--- src/rtl/seq_detect_prog.sv ---
// Runtime-programmable Mealy sequence detector.
// The pattern, its length and the overlap mode are written through a small
// configuration port while the detector is idle (CFG). While enabled (RUN),
// valid input symbols are compared against the stored pattern. The match
// output is combinational, so it asserts in the same cycle as the final
// symbol. A saturating counter records the number of matches.
module seq_detect_prog #(
   parameter int SYM_W   = 1,
   parameter int MAX_LEN = 8,
   parameter int CNT_W   = 16,
   localparam int IDX_W  = (MAX_LEN > 1) ? $clog2(MAX_LEN) : 1,
   localparam int LEN_W  = $clog2(MAX_LEN + 1)
) (
   input  logic             clk,
   input  logic             rst,
   input  logic             enable,
   input  logic             cfg_sym_we,
   input  logic [IDX_W-1:0] cfg_idx,
   input  logic [SYM_W-1:0] cfg_sym,
   input  logic             cfg_len_we,
   input  logic [LEN_W-1:0] cfg_len,
   input  logic             cfg_ovl,
   output logic             cfg_err,
   input  logic             din_valid,
   input  logic [SYM_W-1:0] din,
   output logic             match,
   output logic [CNT_W-1:0] match_cnt,
   input  logic             cnt_clr
);

   // The history holds at most MAX_LEN-1 symbols; keep one dummy entry
   // when the pattern can only be a single symbol long.
   localparam int HIST_N = (MAX_LEN > 1) ? MAX_LEN - 1 : 1;

   typedef enum logic {
      ST_CFG = 1'b0,
      ST_RUN = 1'b1
   } state_t;

   state_t           state_reg;

   // Programmed pattern: pat_reg[0] is the first symbol of the sequence.
   logic [SYM_W-1:0] pat_reg [MAX_LEN];
   logic [LEN_W-1:0] len_reg;
   logic             ovl_reg;

   // Accepted-symbol history: hist_reg[0] is the most recent symbol.
   logic [SYM_W-1:0] hist_reg [HIST_N];
   logic [LEN_W-1:0] depth_reg;

   logic             run_active;
   logic             leave_run;
   logic             accept;
   logic             flush_hist;
   logic             cfg_open;
   logic             sym_idx_ok;
   logic             len_ok;
   logic             sym_wr;
   logic             len_wr;
   logic             err_next;
   logic [LEN_W-1:0] last_idx;
   logic [LEN_W-1:0] depth_sat;
   logic [IDX_W-1:0] tail_idx;
   logic [HIST_N-1:0] hist_ok;
   logic             depth_ok;
   logic             tail_ok;
   logic             match_int;

   // ------------------------------------------------------------------
   // Run control. Symbols are only consumed while in RUN with enable
   // still high; the cycle that drops enable is the RUN->CFG transition
   // and consumes nothing.
   // ------------------------------------------------------------------
   assign run_active = (state_reg == ST_RUN) && enable;
   assign leave_run  = (state_reg == ST_RUN) && !enable;
   assign accept     = run_active && din_valid;

   // ------------------------------------------------------------------
   // Match evaluation. With L = len_reg, the incoming symbol must equal
   // pat[L-1] and hist[k] must equal pat[L-2-k] for every k < L-1.
   // Index arithmetic is done modulo 2**IDX_W; the true index always
   // fits, so the wrap never matters for entries that are compared.
   // ------------------------------------------------------------------
   assign last_idx = len_reg - LEN_W'(1);
   assign tail_idx = IDX_W'(len_reg) - IDX_W'(1);
   assign depth_ok = (depth_reg >= last_idx);
   assign tail_ok  = (din == pat_reg[tail_idx]);

   genvar gi;
   generate
      for (gi = 0; gi < HIST_N; gi++) begin : g_hist_cmp
         logic [IDX_W-1:0] pat_idx;
         assign pat_idx = IDX_W'(len_reg) - IDX_W'(gi + 2);
         // Entries beyond the active pattern length are don't-care.
         assign hist_ok[gi] = ((gi + 2) > int'(len_reg)) ||
                              (hist_reg[gi] == pat_reg[pat_idx]);
      end
   endgenerate

   assign match_int = !rst && accept && depth_ok && (&hist_ok) && tail_ok;
   assign match     = match_int;

   // Depth grows with each accepted symbol but never past len-1, which
   // is all the history a match can ever need.
   assign depth_sat = (depth_reg < last_idx) ? (depth_reg + LEN_W'(1)) : last_idx;

   // Leaving RUN discards the partial sequence; so does a completed
   // match in non-overlapping mode, so its last symbol is not reused.
   assign flush_hist = leave_run || (accept && match_int && !ovl_reg);

   // ------------------------------------------------------------------
   // Configuration write qualification. Writes only land while idle in
   // CFG; anything else, or an out-of-range value, is refused and
   // reported one cycle later on cfg_err.
   // ------------------------------------------------------------------
   assign cfg_open   = (state_reg == ST_CFG) && !enable;
   assign sym_idx_ok = (int'(cfg_idx) < MAX_LEN);
   assign len_ok     = (cfg_len != '0) && (int'(cfg_len) <= MAX_LEN);
   assign sym_wr     = cfg_sym_we && cfg_open && sym_idx_ok;
   assign len_wr     = cfg_len_we && cfg_open && len_ok;
   assign err_next   = (cfg_sym_we && !(cfg_open && sym_idx_ok)) ||
                       (cfg_len_we && !(cfg_open && len_ok));

   // CFG/RUN state machine with the registered configuration-error pulse.
   always_ff @(posedge clk) begin
      if (rst) begin
         state_reg <= ST_CFG;
         cfg_err   <= 1'b0;
      end else begin
         cfg_err <= err_next;
         case (state_reg)
            ST_CFG: begin
               if (enable) begin
                  state_reg <= ST_RUN;
               end
            end
            ST_RUN: begin
               if (!enable) begin
                  state_reg <= ST_CFG;
               end
            end
         endcase
      end
   end

   // Pattern storage, written one symbol at a time.
   always_ff @(posedge clk) begin
      if (rst) begin
         for (int k = 0; k < MAX_LEN; k++) begin
            pat_reg[k] <= '0;
         end
      end else if (sym_wr) begin
         pat_reg[cfg_idx] <= cfg_sym;
      end
   end

   // Pattern length and overlap mode, written together.
   always_ff @(posedge clk) begin
      if (rst) begin
         len_reg <= LEN_W'(MAX_LEN);
         ovl_reg <= 1'b1;
      end else if (len_wr) begin
         len_reg <= cfg_len;
         ovl_reg <= cfg_ovl;
      end
   end

   // Symbol history shift register and its valid depth.
   always_ff @(posedge clk) begin
      if (rst || flush_hist) begin
         for (int k = 0; k < HIST_N; k++) begin
            hist_reg[k] <= '0;
         end
         depth_reg <= '0;
      end else if (accept) begin
         hist_reg[0] <= din;
         for (int k = 1; k < HIST_N; k++) begin
            hist_reg[k] <= hist_reg[k-1];
         end
         depth_reg <= depth_sat;
      end
   end

   // Saturating match counter; a clear coinciding with a match counts it.
   always_ff @(posedge clk) begin
      if (rst) begin
         match_cnt <= '0;
      end else if (cnt_clr) begin
         match_cnt <= CNT_W'(match_int);
      end else if (match_int && (match_cnt != '1)) begin
         match_cnt <= match_cnt + CNT_W'(1);
      end
   end

endmodule
--- config.mk ---
export PLATFORM = sky130hd
export DESIGN_NAME = seq_detect_prog
export DESIGN_NICKNAME = d
export VERILOG_FILES = /design/src/rtl/seq_detect_prog.sv
export SDC_FILE = /design/constraint.sdc
export NUM_CORES = 1
export LEC_CHECK = 0
export CORE_MARGIN = 4
export CORE_UTILIZATION = 52
export CTS_BUF_LIST = sky130_fd_sc_hd__clkbuf_16
export DETAILED_ROUTE_END_ITERATION = 10
export PLACE_DENSITY = 0.83
export RECOVER_POWER = 100
export SYNTH_ARGS = -nofsm -noshare
export SYNTH_HDL_FRONTEND = slang
export SYNTH_SLANG_ARGS = --single-unit
export TNS_END_PERCENT = 50
--- constraint.sdc ---
create_clock -name clk -period 7.3 [get_ports clk]
set_input_delay 2.19 -clock clk [delete_from_list [all_inputs] [get_ports clk]]
set_output_delay 2.19 -clock clk [all_outputs]
set_load 0.02 [all_outputs]
## After elaboration in Yosys (flattened, before gate mapping)

Memories as Yosys holds them, arrays and structs flattened. A register that Yosys moved wholly into a read port is not among the register bits.
Index checks and enable logic that the tools add are counted.

- Flip-flop bits (word level): 27
- Bits in writable memories: 15
- Output and inout bits: 18
- Memories kept: 2

Memory list:

| memory | words | width | read ports | clocked after Yosys merged registers in | wr ports | line | source |
|---|---|---|---|---|---|---|---|
| pat_reg | 8 | 1 | 8 | 1 | 8 | 43 | `logic [SYM_W-1:0] pat_reg [MAX_LEN];` |
| hist_reg | 7 | 1 | 7 | 0 | 7 | 48 | `logic [SYM_W-1:0] hist_reg [HIST_N];` |

- $add $sub $neg: 10
- Order comparisons: 10
- Equal/unequal tests: 9
- Muxes and demuxes: 26
- Bitwise logic cells: 8
- Reduce and logical (&&, ||, !) cells: 38

Operator list:

| kind | number |
|---|---|
| 1-bit two-way mux | 22 |
| 1-bit logical AND | 18 |
| 16-bit by 1-bit adder with 16-bit output, second input constant | 1 |
| 3-bit by 4-bit > comparator with 1-bit output, first input constant | 4 |
| 16-bit != test, second input constant | 1 |
| 3-bit subtractor, second input constant | 4 |
| 1-bit logical OR | 10 |
| 3-bit two-way mux | 3 |
| 1-bit equality test | 8 |
| 2-bit by 4-bit > comparator with 1-bit output, first input constant | 2 |
| 1-bit OR | 7 |
| 7-bit AND reduction | 1 |
| 3-bit by 2-bit subtractor with 3-bit output, second input constant | 2 |
| 1-bit logical NOT | 5 |
| 4-bit by 1-bit adder with 4-bit output, second input constant | 1 |
| 4-bit greater-or-equal comparator | 1 |
| 4-bit > comparator, first input constant | 1 |
| 4-bit <= comparator, second input constant | 1 |
| 4-bit < comparator | 1 |
| 4-bit two-way mux | 1 |
| 4-bit nonzero test | 1 |
| 4-bit by 1-bit subtractor with 4-bit output, second input constant | 1 |
| 3-bit by 1-bit subtractor with 3-bit output, second input constant | 1 |
| 2-bit nonzero test | 1 |
| 3 further kinds | 3 |

## Longest topological paths before layout

Gate-level depths: netlist of the first run.
An unclocked memory read counts as a cell.

- Word-level depth: 14
- Mapped depth: 16
- Mapped depth without buffers: 13

## Least setup slack after synthesis of the first run

No wires, ideal clock.

- Path kind: input port to output port
- Start point: in rst
- End point: out match
- Data arrival time: 3.743 ns
- Setup slack: 1.367 ns
- Stages: 8
- Path buffers: 2
- Cells stage by stage: and4b_1 o21ai_0 a211oi_1 o211ai_1 or4_4 buf_6 clkbuf_1 inv_1

- Longest elaborated chain between the ends: 5

RTL lines:

| item | line | source |
|---|---|---|
| start, declared | 15 | `input logic rst,` |
| 1-bit logical NOT | 100 | `assign match_int = !rst && accept && depth_ok && (&hist_ok) && tail_ok;` |
| 1-bit logical AND (4 in a row) | 100 |  |
| end, declared | 26 | `output logic match,` |

Every way passes these cells.

## Worst setup path after layout of the first run

- Start point: in enable
- End point: out match

- Longest elaborated chain between the ends: 6

RTL lines:

| item | line | source |
|---|---|---|
| start, declared | 16 | `input logic enable,` |
| 1-bit logical AND | 74 | `assign run_active = (state_reg == ST_RUN) && enable;` |
| 1-bit logical AND | 76 | `assign accept = run_active && din_valid;` |
| 1-bit logical AND (4 in a row) | 100 |  |

Every way passes these cells.

==> metrics.txt, run 1 <==
Die H between 80 and 90 um; CP Depth 8; CP cell instances dlygate4sd3_1 -> and4b_1 -> o21ai_0 -> a211oi_1 -> o211ai_1 -> or4_1 -> inv_1 -> clkdlybuf4s50_1; Post-synth EDFFs 15; Worst path max stage delay between 600 and 700 ps; GRT Overall Usage between 20 and 25%; initial antenna violation count 0; syn_area_per_cell around 9.6 sq um; RR Startpoint len_reg[0]$_SDFFE_PP0P_; drc violations 0; Initial Utilization ~55%; FF-to-FF End hist_reg[5]$_DFFE_PP_; Yosys reg bits between 40 and 50; row count 27; Ys Warns 0; Max Clock Freq between 100 and 150 MHz; via count ~2700; H-tree depth 2; status completed; Layout fillers between 400 and 500; Post-CTS Setup Bufs 0; layout cells sized above 1 under 10%; Setup TNS Final 0 ps; final hold vios 0; CTS sink count 45; diode count 0; CP Launch Type primary input; maxcap violations 0; Critical Path Fanout Max 7; total gr overflow 0; leakage dissipation 1.39 nW; final period utilization a little over nine tenths; power density over the cells 158 nW/um^2; cell family with most CP delay buffers and inverters; root buffer cell clkbuf_16; most frequent cells in the layout nor2_1 (33), dfxtp_1 (30), dlygate4sd3_1 (20), nand2_1 (19), a21oi_1 (19); nets 379; most common cell after layout, fill and taps aside nor2_1; Worst Reg-to-Reg Cells 10; crit end category primary output; WL per Instance 17.5 um; Seq/Total Area, Yosys approximately 35%; slowest cell on the critical path dlygate4sd3_1; CTS tree done; worst min path class reg2reg; DP HPWL between 5000 and 6000 um; ANT nets after route 0; CTS Buffer Depth 2; GP Congestion 0.954; crit path capture match; die area just over 7000 sq um; Netlist cell types 55; CP bufs+invs 3; vias in the first global route ~2400; Routed WL about 7400 um; Crit Path Class in2out; CP Data Arrival Time 4800 ps; R2R setup slack approximately 2700 ps; TritonCTS buffer count 5; max reg flops 16; CTS clk-pin slew, worst paths ~60 ps; crit path time final 6990 ps; Skew-Pair Late Insertion Delay about 280 ps; 1st-pass router iterations 5; Syn Nets about 350; worst setup path start enable; Netlist Area Pre-Place just over 3000 sq um; worst slew pin tran approximately 1000 ps; ys async rst share 0%; number of I/O port buffers 34; Die Span X around 84 um; core area roughly 5600 sq um; CTS resizes 0; Slew Limit Fails 0; worst vdd ir around 0.12 mV; global-route wire length before repair 12000 um; Final Skew 4.34 ps; Layout area overhead 16.6%; Final Power 0.561 mW; Final setup viols 0; footprint of the multi-input gates roughly 1900 sq um; largest net degree at the start of global routing 28; top_reg_cell synth dfxtp_1; data required time of the worst path between 5000 and 6000 ps; Initial DRC Count between 200 and 250; register area ~1100 sq um; Synth Instances about 320; Worst slew margin ~31%; IO Count 35; # hold bufs at CTS 0; RSZ-0062 raised after global routing no; DR vias/cell 6.33
-- area by class of cell --
class | instances | share of cell area [%]
Multi-Input combinational cell | 249 | 52.9
Sequential cell | 45 | 29.6
Tap cell | 72 | 2.54
Clock inverter | 3 | 0.317
Timing Repair Buffer | 37 | 10.0
Clock buffer | 5 | 3.53
Inverter | 10 | 1.06
-- where the power goes --
group	total, mW	switching (mW)	internal [mW]
sequential	0.275	0.00992	0.265
combinational	0.0736	0.0375	0.0361
clock	0.212	0.0890	0.123
total	0.561	0.137	0.424
-- cells in the mapped netlist (all sizes together) (2+ instances only) --
library cell	instances	share of area, %
buf	5	1.4
mux4	12	9.0
or4	8	2.1
a2111oi	2	0.58
nand3b	6	1.5
o31ai	7	1.7
a31o	2	0.58
and4b	2	0.66
xor2	4	1.2
nor3b	3	0.74
or2	6	1.2
nor2b	5	1.0
a211o	2	0.58
nor2	33	4.1
a22o	2	0.58
edfxtp	15	15
xnor2	6	1.7
nand3	10	1.6
o41ai	3	0.86
and2	6	1.2
o31a	2	0.58
and4	3	0.86
a21o	3	0.74
o21bai	7	1.7
nand2b	7	1.4
dfxtp	30	20
o21ai	8	1.3
and3	4	0.82
o21a	6	1.5
ha	14	5.8
mux2i	16	5.3
nor4	4	0.82
or3	2	0.41
nor3	2	0.33
inv	10	1.2
nand2	19	2.3
clkbuf	8	0.99
a21oi	19	3.1
-- worst min path at each step --
stage,from,to,slack [ps],cells past startpoint
2_1_floorplan,depth_reg[2]$_SDFFE_PP0P_,depth_reg[2]$_SDFFE_PP0P_,480,2
3_3_place_gp,match_cnt[7]$_SDFFE_PP0P_,match_cnt[7]$_SDFFE_PP0P_,470,2
3_5_place_dp,match_cnt[9]$_SDFFE_PP0P_,match_cnt[9]$_SDFFE_PP0P_,480,2
4_1_cts,match_cnt[7]$_SDFFE_PP0P_,match_cnt[7]$_SDFFE_PP0P_,500,2
5_1_grt,match_cnt[14]$_SDFFE_PP0P_,match_cnt[14]$_SDFFE_PP0P_,520,2
6_report,match_cnt[7]$_SDFFE_PP0P_,match_cnt[7]$_SDFFE_PP0P_,490,2
-- through the flow --
step                cell area (sq um)  worst slack, ps  utilization, %  hold WS [ps]  std cells
global placement                 3420              541            61.4           472        413
finish                           3550              313            63.6           486        421
global route                     3550              159            63.6           515        421
CTS                              3560              426            63.8           497        421
detailed placement               3420              465            61.4           480        413
floorplan                        3040             1370               -           478        317
-- worst reg2reg max path, cell delays in order (launching register included) --
cell,delay (ps)
dfxtp_1,780
inv_1,250
ha_1,510
mux4_2,600
xnor2_1,170
a21oi_1,80
or3_1,330
or4_1,580
clkbuf_1,460
o21a_1,440
and2_0,210
-- routing by layer --
layer | vias to the layer above | GRT usage [%] | wire length, um
li1 | 1255 | - | -
met1 | 1274 | 30.3 | 3370
met2 | 116 | 31.2 | 3380
met3 | 18 | 2.94 | 454
met4 | 0 | 6.62 | 147
met5 | - | 0 | 0
-- logic make-up after synthesis --
family | after synthesis | share of synthesized area (%)
AOI/OAI and AO/OA | 73 | 16.5
xor gates and xnor gates | 10 | 2.88
adders and majority gates | 14 | 5.76
buffers and inverters | 23 | 3.66
DFF | 45 | 34.5
muxes | 29 | 14.6
and+or+nand+nor | 123 | 22.0
Power figures use the tool's default switching activity.
==> run 2: changes to the inputs <==
--- a/config.mk
+++ b/config.mk
@@ -5,6 +5,7 @@
 export SDC_FILE = /design/constraint.sdc
 export NUM_CORES = 1
 export LEC_CHECK = 0
+export ABC_AREA = 0
 export CORE_MARGIN = 4
 export CORE_UTILIZATION = 52
 export CTS_BUF_LIST = sky130_fd_sc_hd__clkbuf_16
==> results of run 2 <==
No change in the layout: final DEF, timing and power equal those of run 1.
==> run 3: changes to the inputs <==
--- a/config.mk
+++ b/config.mk
@@ -8,7 +8,7 @@
 export ABC_AREA = 0
 export CORE_MARGIN = 4
 export CORE_UTILIZATION = 52
-export CTS_BUF_LIST = sky130_fd_sc_hd__clkbuf_16
+export CTS_BUF_LIST = sky130_fd_sc_hd__clkbuf_4 sky130_fd_sc_hd__clkbuf_8
 export DETAILED_ROUTE_END_ITERATION = 10
 export PLACE_DENSITY = 0.83
 export RECOVER_POWER = 100
==> run 3 against run 2 <==
  * Setup slack gained 30 ps
  * Sequential share of layout area grew 0.33 points
  * Non-clock buffer count is the same
  * Largest power group unchanged
==> metrics.txt, run 3 (same netlist as run 1, synthesis figures left out) <==
ANT nets after route 0 (unchanged); root buffer cell clkbuf_8; global-route wire length before repair 11800 um (-1.4%); R2R setup slack 2630 ps (-30 ps); CTS tree done; final setup margin 342 ps (+29.8 ps); crit end category primary output; nets 379 (unchanged); worst vdd ir 0.113 mV (-4.8%); max reg flops 16 (unchanged); Layout Utilization 62.9% (-0.70 points); Die Span X 84.5 um (unchanged); largest net degree at the start of global routing 28 (unchanged); RSZ-0062 raised after global routing no; final period utilization 95.3% (-0.41 points); most common cell after layout, fill and taps aside nor2_1; CP Launch Type primary input; IO Count 35 (unchanged); die area 7140 sq um (unchanged); vias in the first global route 2429 (-0.16%); Final Power 0.515 mW (-8.2%); Initial Utilization 54.6% (unchanged); leakage dissipation 1.37 nW (-1.5%); total gr overflow 0 (unchanged); Final setup viols 0 (unchanged); CP Data Arrival Time 4770 ps (-30 ps); Max Clock Freq 144 MHz (+0.43%); worst slew pin tran 1030 ps (+2.14 ps); Die H 84.5 um (unchanged); diode count 0 (unchanged); crit path time final 6960 ps (-29.8 ps); worst min path class reg2reg; Post-CTS Setup Bufs 0 (unchanged); Layout area overhead 15.3%; WL per Instance 17.2 um (-1.8%); worst hold margin 491 ps (+4.51 ps); via count 2646 (-0.64%); initial antenna violation count 0 (unchanged); CTS Buffer Depth 2 (unchanged); 1st-pass router iterations 5 (unchanged); TritonCTS buffer count 5 (unchanged); Setup TNS Final 0 ps (unchanged); row count 27 (unchanged); drc violations 0 (unchanged); layout cells sized above 1 8.60% (+0.86 points); data required time of the worst path 5110 ps (about the same); CTS resizes 0 (unchanged); Routed WL 7220 um (-1.8%); Critical Path Fanout Max 7 (unchanged); Initial DRC Count 203 (-11%); CTS sink count 45 (unchanged); Worst slew margin 31.1% (-0.14 points); maxcap violations 0 (unchanged); Crit Path Class in2out; Final Skew 6.61 ps (+2.27 ps); H-tree depth 2 (unchanged); CTS clk-pin slew, worst paths 80 ps (+20 ps); DR vias/cell 6.29 (-0.64%); # hold bufs at CTS 0 (unchanged); Slew Limit Fails 0 (unchanged); GP Congestion 0.954 (unchanged); Skew-Pair Late Insertion Delay 300 ps (+20 ps); dpl ws 465 ps (unchanged); Layout fillers 465 (+1.8%); status completed; core area 5570 sq um (unchanged); number of I/O port buffers 34 (unchanged); most frequent cells in the layout nor2_1 (33), dfxtp_1 (30), dlygate4sd3_1 (20), nand2_1 (19), a21oi_1 (19); final hold vios 0 (unchanged); power density over the cells 147 nW/um^2 (-7.2%); GRT Overall Usage 20.1% (-0.45 points); DP HPWL 5220 um (unchanged)
## run 3: final cells by class
cell class              instances  area (sq um)  area share, %
well taps                      72          90.1           2.57
repair buffers                 37           355           10.1
inverters                      10          37.5           1.07
flip-flops and latches         45          1050           30.0
clock buffers                   8          97.6           2.78
multi-input cells             249          1880           53.5
## run 3: routing by layer
metal  vias to the layer above  GRT usage (%)  routed length [um]
li1                       1259              -                   -
met1                      1254           30.4                3410
met2                       121           29.8                3270
met3                        12           3.04                 431
met4                         0           6.04                 110
met5                         -              0                   0
## run 3: report_power, final
group          total [mW]  internal, mW  switching (mW)  leakage (nW)
Sequential          0.274         0.265         0.00989         0.403
Clock               0.167        0.0847          0.0821        0.0523
Combinational      0.0735        0.0361          0.0374         0.916
## run 3: path summary, 6_finish.rpt
| kind | cells past startpoint | to | from |
|---|---|---|---|
| min | 2 | match_cnt[7]$_SDFFE_PP0P_ | match_cnt[7]$_SDFFE_PP0P_ |
| min reg2reg | 2 | match_cnt[7]$_SDFFE_PP0P_ | match_cnt[7]$_SDFFE_PP0P_ |
| max | 8 | match | enable |
| max reg2reg | 10 | hist_reg[5]$_DFFE_PP_ | len_reg[0]$_SDFFE_PP0P_ |
## run 3: per-stage QoR
stage               area (sq um)  std cells
floorplan                   3040        317
global placement            3420        413
detailed placement          3420        413
CTS                         3520        421
global route                3510        421
finish                      3510        421
## run 3: critical path, stage by stage
cell and delay (ps):
dlygate4sd3_1 650, and4b_1 310, o21ai_0 140, a211oi_1 210, o211ai_1 110, or4_1 480, inv_1 80, clkdlybuf4s50_1 600
